$ cat config.mk
export PLATFORM = sky130hd
export DESIGN_NAME = serial_adder
export DESIGN_NICKNAME = d
export VERILOG_FILES = /design/src/rtl/serial_adder.sv
export SDC_FILE = /design/constraint.sdc
export NUM_CORES = 1
export LEC_CHECK = 0
export BUFFER_PORTS_ARGS = -buffer_cell sky130_fd_sc_hd__buf_2
export CAP_MARGIN = 20
export CORE_UTILIZATION = 50
export CTS_BUF_LIST = sky130_fd_sc_hd__clkbuf_8
export DETAILED_ROUTE_END_ITERATION = 10
export MAX_ROUTING_LAYER = met4
export PLACE_DENSITY = 0.77
export SYNTH_ARGS = -nofsm -noshare
export SYNTH_HDL_FRONTEND = slang
export SYNTH_SLANG_ARGS = --single-unit
$ cat constraint.sdc
create_clock -name clk -period 1.1 [get_ports clk]
set_input_delay 0.22 -clock clk [delete_from_list [all_inputs] [get_ports clk]]
set_output_delay 0.22 -clock clk [all_outputs]
set_load 0.01 [all_outputs]
$ cat src/rtl/serial_adder.sv
// serial_adder: bit-serial N-bit adder built from one full-adder slice and
// a carry flop. Operands are captured on an accepted start, processed LSB
// first at one bit per clock, and the result is presented with a one-cycle
// done strobe. sum/cout hold their final values until the next accepted start.
module serial_adder #(
   parameter int N = 8
) (
   input  logic         clk,
   input  logic         rst,
   input  logic         start,
   input  logic [N-1:0] a,
   input  logic [N-1:0] b,
   input  logic         cin,
   output logic         busy,
   output logic         done,
   output logic [N-1:0] sum,
   output logic         cout
);

   localparam int CW = $clog2(N);
   localparam logic [CW-1:0] LAST_BIT = CW'(N - 1);

   typedef enum logic [1:0] {
      IDLE,
      SHIFT,
      DONE
   } state_t;

   state_t        state_reg;
   state_t        state_next;

   logic [N-1:0]  a_reg;
   logic [N-1:0]  b_reg;
   logic [N-1:0]  a_shift;
   logic [N-1:0]  b_shift;
   logic [N-1:0]  sum_reg;
   logic          carry_reg;
   logic          cout_reg;
   logic [CW-1:0] count_reg;

   logic          load;
   logic          last;
   logic          s_bit;
   logic          c_bit;

   // The single full-adder cell, fed from the LSBs of the operand shifters.
   assign s_bit = a_reg[0] ^ b_reg[0] ^ carry_reg;
   assign c_bit = (a_reg[0] & b_reg[0]) | ((a_reg[0] ^ b_reg[0]) & carry_reg);

   // Right-shifted operand images with zero fill at the MSB.
   genvar gi;
   generate
      for (gi = 0; gi < N - 1; gi++) begin : g_shift
         assign a_shift[gi] = a_reg[gi + 1];
         assign b_shift[gi] = b_reg[gi + 1];
      end
   endgenerate
   assign a_shift[N-1] = 1'b0;
   assign b_shift[N-1] = 1'b0;

   // State register; reset wins over everything, including an in-flight add.
   always_ff @(posedge clk) begin
      if (rst) begin
         state_reg <= IDLE;
      end else begin
         state_reg <= state_next;
      end
   end

   // Next-state logic plus the load/last controls for the datapath.
   always_comb begin
      state_next = state_reg;
      load       = 1'b0;
      last       = 1'b0;
      case (state_reg)
         IDLE: begin
            if (start) begin
               load       = 1'b1;
               state_next = SHIFT;
            end
         end
         SHIFT: begin
            // start is deliberately not looked at here: requests while busy
            // are dropped rather than queued.
            if (count_reg == LAST_BIT) begin
               last       = 1'b1;
               state_next = DONE;
            end
         end
         DONE: begin
            // Accepting start here lets operations run back to back.
            if (start) begin
               load       = 1'b1;
               state_next = SHIFT;
            end else begin
               state_next = IDLE;
            end
         end
         default: begin
            state_next = IDLE;
         end
      endcase
   end

   // Datapath: operand capture on accept, one bit of addition per SHIFT edge.
   always_ff @(posedge clk) begin
      if (rst) begin
         a_reg     <= '0;
         b_reg     <= '0;
         carry_reg <= 1'b0;
         count_reg <= '0;
         sum_reg   <= '0;
         cout_reg  <= 1'b0;
      end else if (load) begin
         // sum/cout are left alone so the previous result stays visible
         // until the first shift overwrites it.
         a_reg     <= a;
         b_reg     <= b;
         carry_reg <= cin;
         count_reg <= '0;
      end else if (state_reg == SHIFT) begin
         a_reg     <= a_shift;
         b_reg     <= b_shift;
         carry_reg <= c_bit;
         sum_reg   <= {s_bit, sum_reg[N-1:1]};
         count_reg <= count_reg + 1'b1;
         if (last) begin
            cout_reg <= c_bit;
         end
      end
   end

   assign busy = (state_reg == SHIFT);
   assign done = (state_reg == DONE);
   assign sum  = sum_reg;
   assign cout = cout_reg;

endmodule

==> impl_summary.log, run 1 <==
[metrics] minimum clock period: between 1 and 1.5 ns
[metrics] # diodes: 0
[metrics] # H-tree levels: 2
[metrics] Post-synth EDFFs: 0
[metrics] end point of the most critical hold path: b_reg[7]$_SDFFE_PP0P_
[metrics] detailed-route wire length per cell: around 17 um
[metrics] overall global routing resource usage: 0.237
[metrics] storage element area: roughly 630 um2
[metrics] worst path cell trace: nand2b_4, buf_6, inv_12, buf_6
[metrics] Initial Util: 0.553
[metrics] kind of launch point of the worst setup path: register
[metrics] largest net degree at the start of global routing: 32
[metrics] horizontal extent of the die: about 55 um
[metrics] number of maximum-capacitance violations: 0
[metrics] area occupied by multi-input gates: about 810 um2
[metrics] leakage power of the design: approximately 0.80 nW
[metrics] Avg Synthesized Cell Area: slightly above 10 um2
[metrics] Worst path most repeated cell: sky130_fd_sc_hd__buf_6
[metrics] Worst-Skew Late Latency: just under 0.3 ns
[metrics] Slowest-stage cell, CP: sky130_fd_sc_hd__dfxtp_2
[metrics] area of the core: roughly 2600 um2
[metrics] status: finished, violations left
[metrics] fraction of the yosys area taken by sequential cells: 0.437
[metrics] most used flip-flop cell after synthesis: sky130_fd_sc_hd__dfxtp_1
[metrics] share of layout cells above drive strength 1: 0.569
[metrics] drt first pass iters: 5
[metrics] synth-to-layout area growth: 38.8%
[metrics] FF-to-FF Start: state_reg[1]$_SDFFE_PP0P_
[metrics] num rows: 18
[metrics] Starting DRT DRC Count: about 40
[metrics] GR Overflow Total: 0
[metrics] Highest Clock Rate: 810 MHz
[metrics] Final setup violation count: 25
[metrics] startpoint of the worst hold path: b[7]
[metrics] number of ports placed on the die boundary: 31
[metrics] unrepaired setup endpoints after global routing: yes
[metrics] vias per cell: about 5.6
[metrics] number of global-route vias before repair: 1,204
[metrics] Final Skew: between 0.004 and 0.005 ns
[metrics] Port Buffers: 30
[metrics] dominant cell type by area after synthesis: sky130_fd_sc_hd__dfxtp_1
[metrics] final clock period utilization by the worst path: 1.12
[metrics] Synth warnings: 0
[metrics] Worst Setup Path Type: reg2out
[metrics] gate count of the mapped netlist: 140
[metrics] die footprint: ~3100 um2
[metrics] CTS hold repair buffers: 0
[metrics] Max stage delay on crit path: between 0.3 and 0.4 ns
[metrics] flip-flop and latch count after synthesis: 31
[metrics] filler cell count in the final layout: 160
[metrics] number of remaining DRC errors: 0
[metrics] Slew Limit Fails: 0
[metrics] initial antenna violation count: 0
[metrics] worst-case reg-to-reg path depth: 6
[metrics] share of synthesized registers carrying an async set or reset: 0
[metrics] power density over the cells: 1370 nW/um2
[metrics] fin nets: 210
[metrics] drt total wl: between 3000 and 4000 um
[metrics] area fraction of the dominant cell type after synthesis: 0.437
[metrics] maximum clock insertion buffer count: 2
[metrics] highest net fanout along the worst path: 3
[metrics] number of stages on the worst hold path: 3
[metrics] Placed Instances: approximately 200
[metrics] worst slew slack as a fraction of its limit: 0.863
[metrics] count of unique library cells instantiated by Yosys: 30
[metrics] DPL Wire Length: 1940 um
[metrics] violated checks: negative setup slack
[metrics] Final ANT Viol Nets: 0
[metrics] top cells by area in the synthesized netlist: sky130_fd_sc_hd__dfxtp_1, sky130_fd_sc_hd__nor3_2, sky130_fd_sc_hd__nand2_1
[metrics] reg-to-reg setup timing slack: -0.10 ns
[metrics] Synth Cell Area: approximately 1400 um2
[metrics] hold slack final: 0.182 ns
[metrics] critical path capture point type: output pin
[metrics] number of hold-slack violations in the final timing report: 0
[metrics] critical path required time: between 0.8 and 0.9 ns
[metrics] FF-to-FF End: b_reg[2]$_SDFFE_PP0P_
[metrics] clock root buffer master: sky130_fd_sc_hd__clkbuf_8
[metrics] CTS tree: built
[metrics] weighted congestion at the end of routability-driven global placement: between 0.7 and 0.8
[metrics] worst min-delay path category: in2reg
[metrics] Commonest cells post-synth: sky130_fd_sc_hd__dfxtp_1, sky130_fd_sc_hd__nand2_1, sky130_fd_sc_hd__nor3_2
[metrics] Worst IR Drop VDD: 0.00128 V
[metrics] number of clock sinks seen by CTS: 31
[metrics] count leader, synth: sky130_fd_sc_hd__dfxtp_1
[metrics] arrival time of the worst setup path: 1.02 ns
[metrics] wire length of the first global-routing pass: ~5400 um
[metrics] slew at the pin with the worst max-slew slack: about 0.21 ns
[metrics] smallest setup slack after layout: -0.135 ns
[metrics] count of vias placed by the detailed router: 1,231
[metrics] Clock transition at path regs: roughly 0.06 ns
[metrics] final instance count without filler cells: ~220
[metrics] Post-Synthesis Net Count: between 150 and 200
[metrics] Die Y: around 55 um
[metrics] TritonCTS Buffers: 5
==> worst max-delay path: cells and delay by family, from the launching register on <==
kind / cells / cell delay [ns]
DFF: 1 / 0.32
and+or+nand+nor: 1 / 0.14
buffers and inverters: 3 / 0.27
==> how the worst max path moves through the flow <==
stage | start | endpoint | slack, ns
3_3_place_gp | state_reg[1]$_SDFFE_PP0P_ | a_reg[6]$_SDFFE_PP0P_ | -0.007
2_1_floorplan | state_reg[1]$_SDFFE_PP0P_ | a_reg[2]$_SDFFE_PP0P_ | -0.001
3_5_place_dp | state_reg[0]$_SDFFE_PP0P_ | a_reg[6]$_SDFFE_PP0P_ | -0.06
4_1_cts | state_reg[1]$_SDFFE_PP0P_ | busy | -0.12
5_1_grt | state_reg[1]$_SDFFE_PP0P_ | done | -0.18
6_report | state_reg[1]$_SDFFE_PP0P_ | busy | -0.14
==> kinds of logic after synthesis <==
logic type                 count (synthesis)  synth area share
DFF                                       31             0.437
buffers and inverters                     13            0.0944
and+or+nand+nor                           59             0.265
AOI/OAI and AO/OA                         30             0.144
xor gates and xnor gates                   1           0.00617
adders and majority gates                  3            0.0317
muxes                                      3            0.0212
==> area by class of cell <==
cell class / instances / area share
multi-input combinational: 96 / 0.410
clock inverter: 3 / 0.00635
tap: 30 / 0.0191
timing repair buffer: 51 / 0.193
clock buffer: 5 / 0.0349
inverter: 1 / 0.00826
timing repair inverter: 1 / 0.00826
sequential: 31 / 0.320
==> per-layer routing <==
layer	global-route usage	vias up	part of all wire
met4	0.143	0	0.032
met5	-	-	0
met2	0.380	36	0.51
li1	-	590	-
met3	0.0492	10	0.048
met1	0.273	595	0.41
==> cell usage in the layout, fill, tap and decap left out, types with 2 or more instances in the layout <==
master                     Yosys  layout
sky130_fd_sc_hd__buf_2         0      30
sky130_fd_sc_hd__dfxtp_1      31      26
sky130_fd_sc_hd__nand2_1      20      19
sky130_fd_sc_hd__nor3_2       19      11
sky130_fd_sc_hd__buf_4         2      11
sky130_fd_sc_hd__a21oi_1      13      10
sky130_fd_sc_hd__nor3_4        0       8
sky130_fd_sc_hd__o22ai_1       8       6
sky130_fd_sc_hd__buf_6         5       6
sky130_fd_sc_hd__nand3_1       5       5
sky130_fd_sc_hd__clkbuf_8      0       5
sky130_fd_sc_hd__a21oi_2       1       4
sky130_fd_sc_hd__a22oi_2       0       4
sky130_fd_sc_hd__nor2_1        4       4
sky130_fd_sc_hd__dfxtp_2       0       4
sky130_fd_sc_hd__buf_12        1       4
sky130_fd_sc_hd__mux2i_1       3       3
sky130_fd_sc_hd__nor3_1        3       3
sky130_fd_sc_hd__o22ai_2       1       3
sky130_fd_sc_hd__nand2b_4      0       2
sky130_fd_sc_hd__nand2_2       2       2
sky130_fd_sc_hd__a311oi_2      2       2
sky130_fd_sc_hd__inv_1         0       2
==> stage by stage <==
stage	TNS, ns	util	worst slack (ns)	total power, mW	cell area, um2
floorplan	-0.00744	-	-0.00106	1.58	1420
global placement	-0.0119	0.634	-0.00705	1.67	1630
detailed placement	-0.234	0.634	-0.0628	1.69	1630
CTS	-0.748	0.695	-0.121	2.56	1790
global route	-2.68	0.767	-0.176	2.81	1970
finish	-1.37	0.767	-0.135	2.70	1970
==> timing repair <==
action	CTS	global route
setup buffers	3	4
endpoints found under the hold margin	0	0
setup endpoints to repair	12	30
gates resized for setup	11	32
pin swaps	1	10
cloned	1	1
==> report_power, final <==
part	internal (mW)	leakage, nW	switching, mW
registers	1.19	0.256	0.0680
clock network	0.424	0.0505	0.430
logic	0.294	0.491	0.290
total	1.91	0.798	0.787
Power figures use the tool's default switching activity.
==> run 2: changes to the inputs <==
--- a/config.mk
+++ b/config.mk
@@ -12,6 +12,7 @@
 export DETAILED_ROUTE_END_ITERATION = 10
 export MAX_ROUTING_LAYER = met4
 export PLACE_DENSITY = 0.77
+export SLEW_MARGIN = 30
 export SYNTH_ARGS = -nofsm -noshare
 export SYNTH_HDL_FRONTEND = slang
 export SYNTH_SLANG_ARGS = --single-unit
==> constraint.sdc (replaced) <==
create_clock -name clk -period 1.1 [get_ports clk]
set_input_delay 0.11 -clock clk [delete_from_list [all_inputs] [get_ports clk]]
set_output_delay 0.11 -clock clk [all_outputs]
set_load 0.01 [all_outputs]
==> run 2 against run 1 <==
Net effect: the run still ends with negative setup slack left; via count is 2.6% lower; setup slack worse by 0.0012 ns; sequential power hardly changed; critical path type unchanged; critical endpoint unchanged.
==> impl_summary.log, run 2 (synthesized netlist as in run 1, its figures left out) <==
[metrics] status: finished, violations left
[metrics] violated checks: negative setup slack
[metrics] smallest setup slack after layout: -0.136 ns (-0.00116 ns)
[metrics] Max stage delay on crit path: 0.33 ns (about the same)
[metrics] fin nets: 209 (-0.48%)
[metrics] commonest cells after routing, fill and taps aside: sky130_fd_sc_hd__buf_2, sky130_fd_sc_hd__dfxtp_1, sky130_fd_sc_hd__nand2_1, sky130_fd_sc_hd__nor3_2, sky130_fd_sc_hd__a21oi_1
[metrics] arrival time of the worst setup path: 1.13 ns (+0.11 ns)
[metrics] largest net degree at the start of global routing: 32 (unchanged)
[metrics] Port Buffers: 30 (unchanged)
[metrics] Worst-Skew Late Latency: 0.28 ns (about the same)
[metrics] final instance count without filler cells: 215 (-1.4%)
[metrics] Slew Limit Fails: 0 (unchanged)
[metrics] Clock transition at path regs: 0.06 ns (about the same)
[metrics] Final setup violation count: 28 (+12%)
[metrics] vias per cell: 5.58 (-1.2%)
[metrics] CTS tree: built
[metrics] TritonCTS Buffers: 5 (unchanged)
[metrics] power density over the cells: 1370 nW/um2 (about the same)
[metrics] Placed Instances: 203 (+1.0%)
[metrics] number of maximum-capacitance violations: 0 (unchanged)
[metrics] final clock period utilization by the worst path: 1.12 (about the same)
[metrics] number of stages on the worst hold path: 3 (unchanged)
[metrics] critical path required time: 0.99 ns (+0.11 ns)
[metrics] Highest Clock Rate: 809 MHz (about the same)
[metrics] highest net fanout along the worst path: 3 (unchanged)
[metrics] worst path cell trace: nand2b_4, buf_12, inv_16, buf_8, buf_6
[metrics] number of clock sinks seen by CTS: 31 (unchanged)
[metrics] DPL Wire Length: 2040 um (+4.8%)
[metrics] CTS hold repair buffers: 0 (unchanged)
[metrics] overall global routing resource usage: 0.241 (+0.00393)
[metrics] # H-tree levels: 2 (unchanged)
[metrics] Worst Setup Path Type: reg2out
[metrics] worst-case reg-to-reg path depth: 6 (unchanged)
[metrics] GR Overflow Total: 0 (unchanged)
[metrics] detailed-route wire length per cell: 15.6 um (-5.5%)
[metrics] Die Y: 55.3 um (unchanged)
[metrics] worst min-delay path category: in2reg
[metrics] die footprint: 3050 um2 (unchanged)
[metrics] reg-to-reg setup timing slack: -0.13 ns (-0.03 ns)
[metrics] worst setup path startpoint: state_reg[1]$_SDFFE_PP0P_
[metrics] minimum clock period: 1.24 ns (+0.00116 ns)
[metrics] Final Skew: 0.00209 ns (-0.00253 ns)
[metrics] Worst IR Drop VDD: 0.00117 V (-8.7%)
[metrics] Worst path top cell family by delay: buffers and inverters
[metrics] Buf+Inv Stages, Crit Path: 4 (+1)
[metrics] kind of launch point of the worst setup path: register
[metrics] # diodes: 0 (unchanged)
[metrics] Final ANT Viol Nets: 0 (unchanged)
[metrics] worst slew slack as a fraction of its limit: 0.866 (+0.00274)
[metrics] final core occ: 0.734 (-0.0327)
[metrics] synth-to-layout area growth: 32.9%
[metrics] startpoint of the worst hold path: b[7]
[metrics] unrepaired setup endpoints after global routing: yes
[metrics] filler cell count in the final layout: 191 (+19%)
[metrics] count of vias placed by the detailed router: 1,199 (-2.6%)
[metrics] area of the core: 2570 um2 (unchanged)
[metrics] number of global-route vias before repair: 1,191 (-1.1%)
[metrics] drt first pass iters: 4 (-1)
[metrics] initial antenna violation count: 0 (unchanged)
[metrics] commonest non-fill, non-tap cell in the layout: sky130_fd_sc_hd__buf_2
[metrics] number of ports placed on the die boundary: 31 (unchanged)
[metrics] horizontal extent of the die: 55.3 um (unchanged)
[metrics] share of layout cells above drive strength 1: 0.519 (-0.0502)
[metrics] Starting DRT DRC Count: 34 (-17%)
[metrics] number of remaining DRC errors: 0 (unchanged)
[metrics] maximum clock insertion buffer count: 2 (unchanged)
[metrics] clock root buffer master: sky130_fd_sc_hd__clkbuf_8
[metrics] number of hold-slack violations in the final timing report: 0 (unchanged)
[metrics] Slowest-stage cell, CP: sky130_fd_sc_hd__dfxtp_2
[metrics] leakage power of the design: 0.768 nW (-3.8%)
[metrics] Initial Util: 0.553 (unchanged)
[metrics] drt total wl: 3350 um (-6.8%)
[metrics] end point of the most critical hold path: b_reg[7]$_SDFFE_PP0P_
[metrics] slew at the pin with the worst max-slew slack: 0.196 ns (-0.00971 ns)
[metrics] num rows: 18 (unchanged)
[metrics] wire length of the first global-routing pass: 5460 um (+1.1%)
[metrics] weighted congestion at the end of routability-driven global placement: 0.705 (-0.59%)
[metrics] FF-to-FF Start: state_reg[1]$_SDFFE_PP0P_
[metrics] FF-to-FF End: a_reg[6]$_SDFFE_PP0P_
[metrics] critical path capture point type: output pin
## run 2: timing repair
action	in CTS	in global routing
cloned	2	0
setup buffers	4	0
pin swaps	2	1
setup endpoints to repair	28	30
resized for setup	21	8
## run 2: power breakdown
part,total [mW],leakage [nW],internal (mW),switching [mW]
registers,1.25,0.255,1.19,0.0554
clock network,0.794,0.0413,0.411,0.383
logic,0.542,0.471,0.269,0.273
## run 2: area by class of cell
type	count	area, um2	area share
multi-input cells	96	739	0.392
flip-flops and latches	31	627	0.332
repair buffers	50	378	0.200
clock buffers	5	68.8	0.0365
well taps	30	37.5	0.0199
inverters	1	20.0	0.0106
repair inverters	1	11.3	0.00597
clock inverters	1	3.75	0.00199
## run 2: per-layer routing
layer	GRT usage	vias up	wire (um)
met5	-	-	0
met4	0.104	0	53
met3	0.0937	7	157
met2	0.373	33	1770
met1	0.278	574	1370
li1	-	585	-
## run 2: worst register-to-register path, stage by stage, from the launching register on
cell and delay, ns:
sky130_fd_sc_hd__dfxtp_2 0.32, sky130_fd_sc_hd__nand2b_4 0.15, sky130_fd_sc_hd__buf_12 0.14, sky130_fd_sc_hd__inv_16 0.05
sky130_fd_sc_hd__buf_4 0.18, sky130_fd_sc_hd__nand2_2 0.07, sky130_fd_sc_hd__a311oi_2 0.24
## run 2: worst max path at each step
stage	to	cells after the start
final	busy	5
after global routing	a_reg[6]$_SDFFE_PP0P_	6
after CTS	busy	5
after detailed placement	b_reg[6]$_SDFFE_PP0P_	5
after global placement	a_reg[6]$_SDFFE_PP0P_	5
after floorplan	a_reg[2]$_SDFFE_PP0P_	6
## run 2: through the flow
stage / instance area, um2 / power (mW) / worst slack (ns) / TNS [ns] / hold WS, ns
after floorplan: 1420 / 1.58 / -0.00106 / -0.00744 / 0.178
after global placement: 1640 / 1.68 / -0.0418 / -0.336 / 0.366
after detailed placement: 1640 / 1.70 / -0.0918 / -1.35 / 0.365
after CTS: 1850 / 2.56 / -0.119 / -1.89 / 0.0679
after global routing: 1890 / 2.70 / -0.174 / -3.25 / 0.0676
final: 1890 / 2.58 / -0.136 / -1.93 / 0.0724
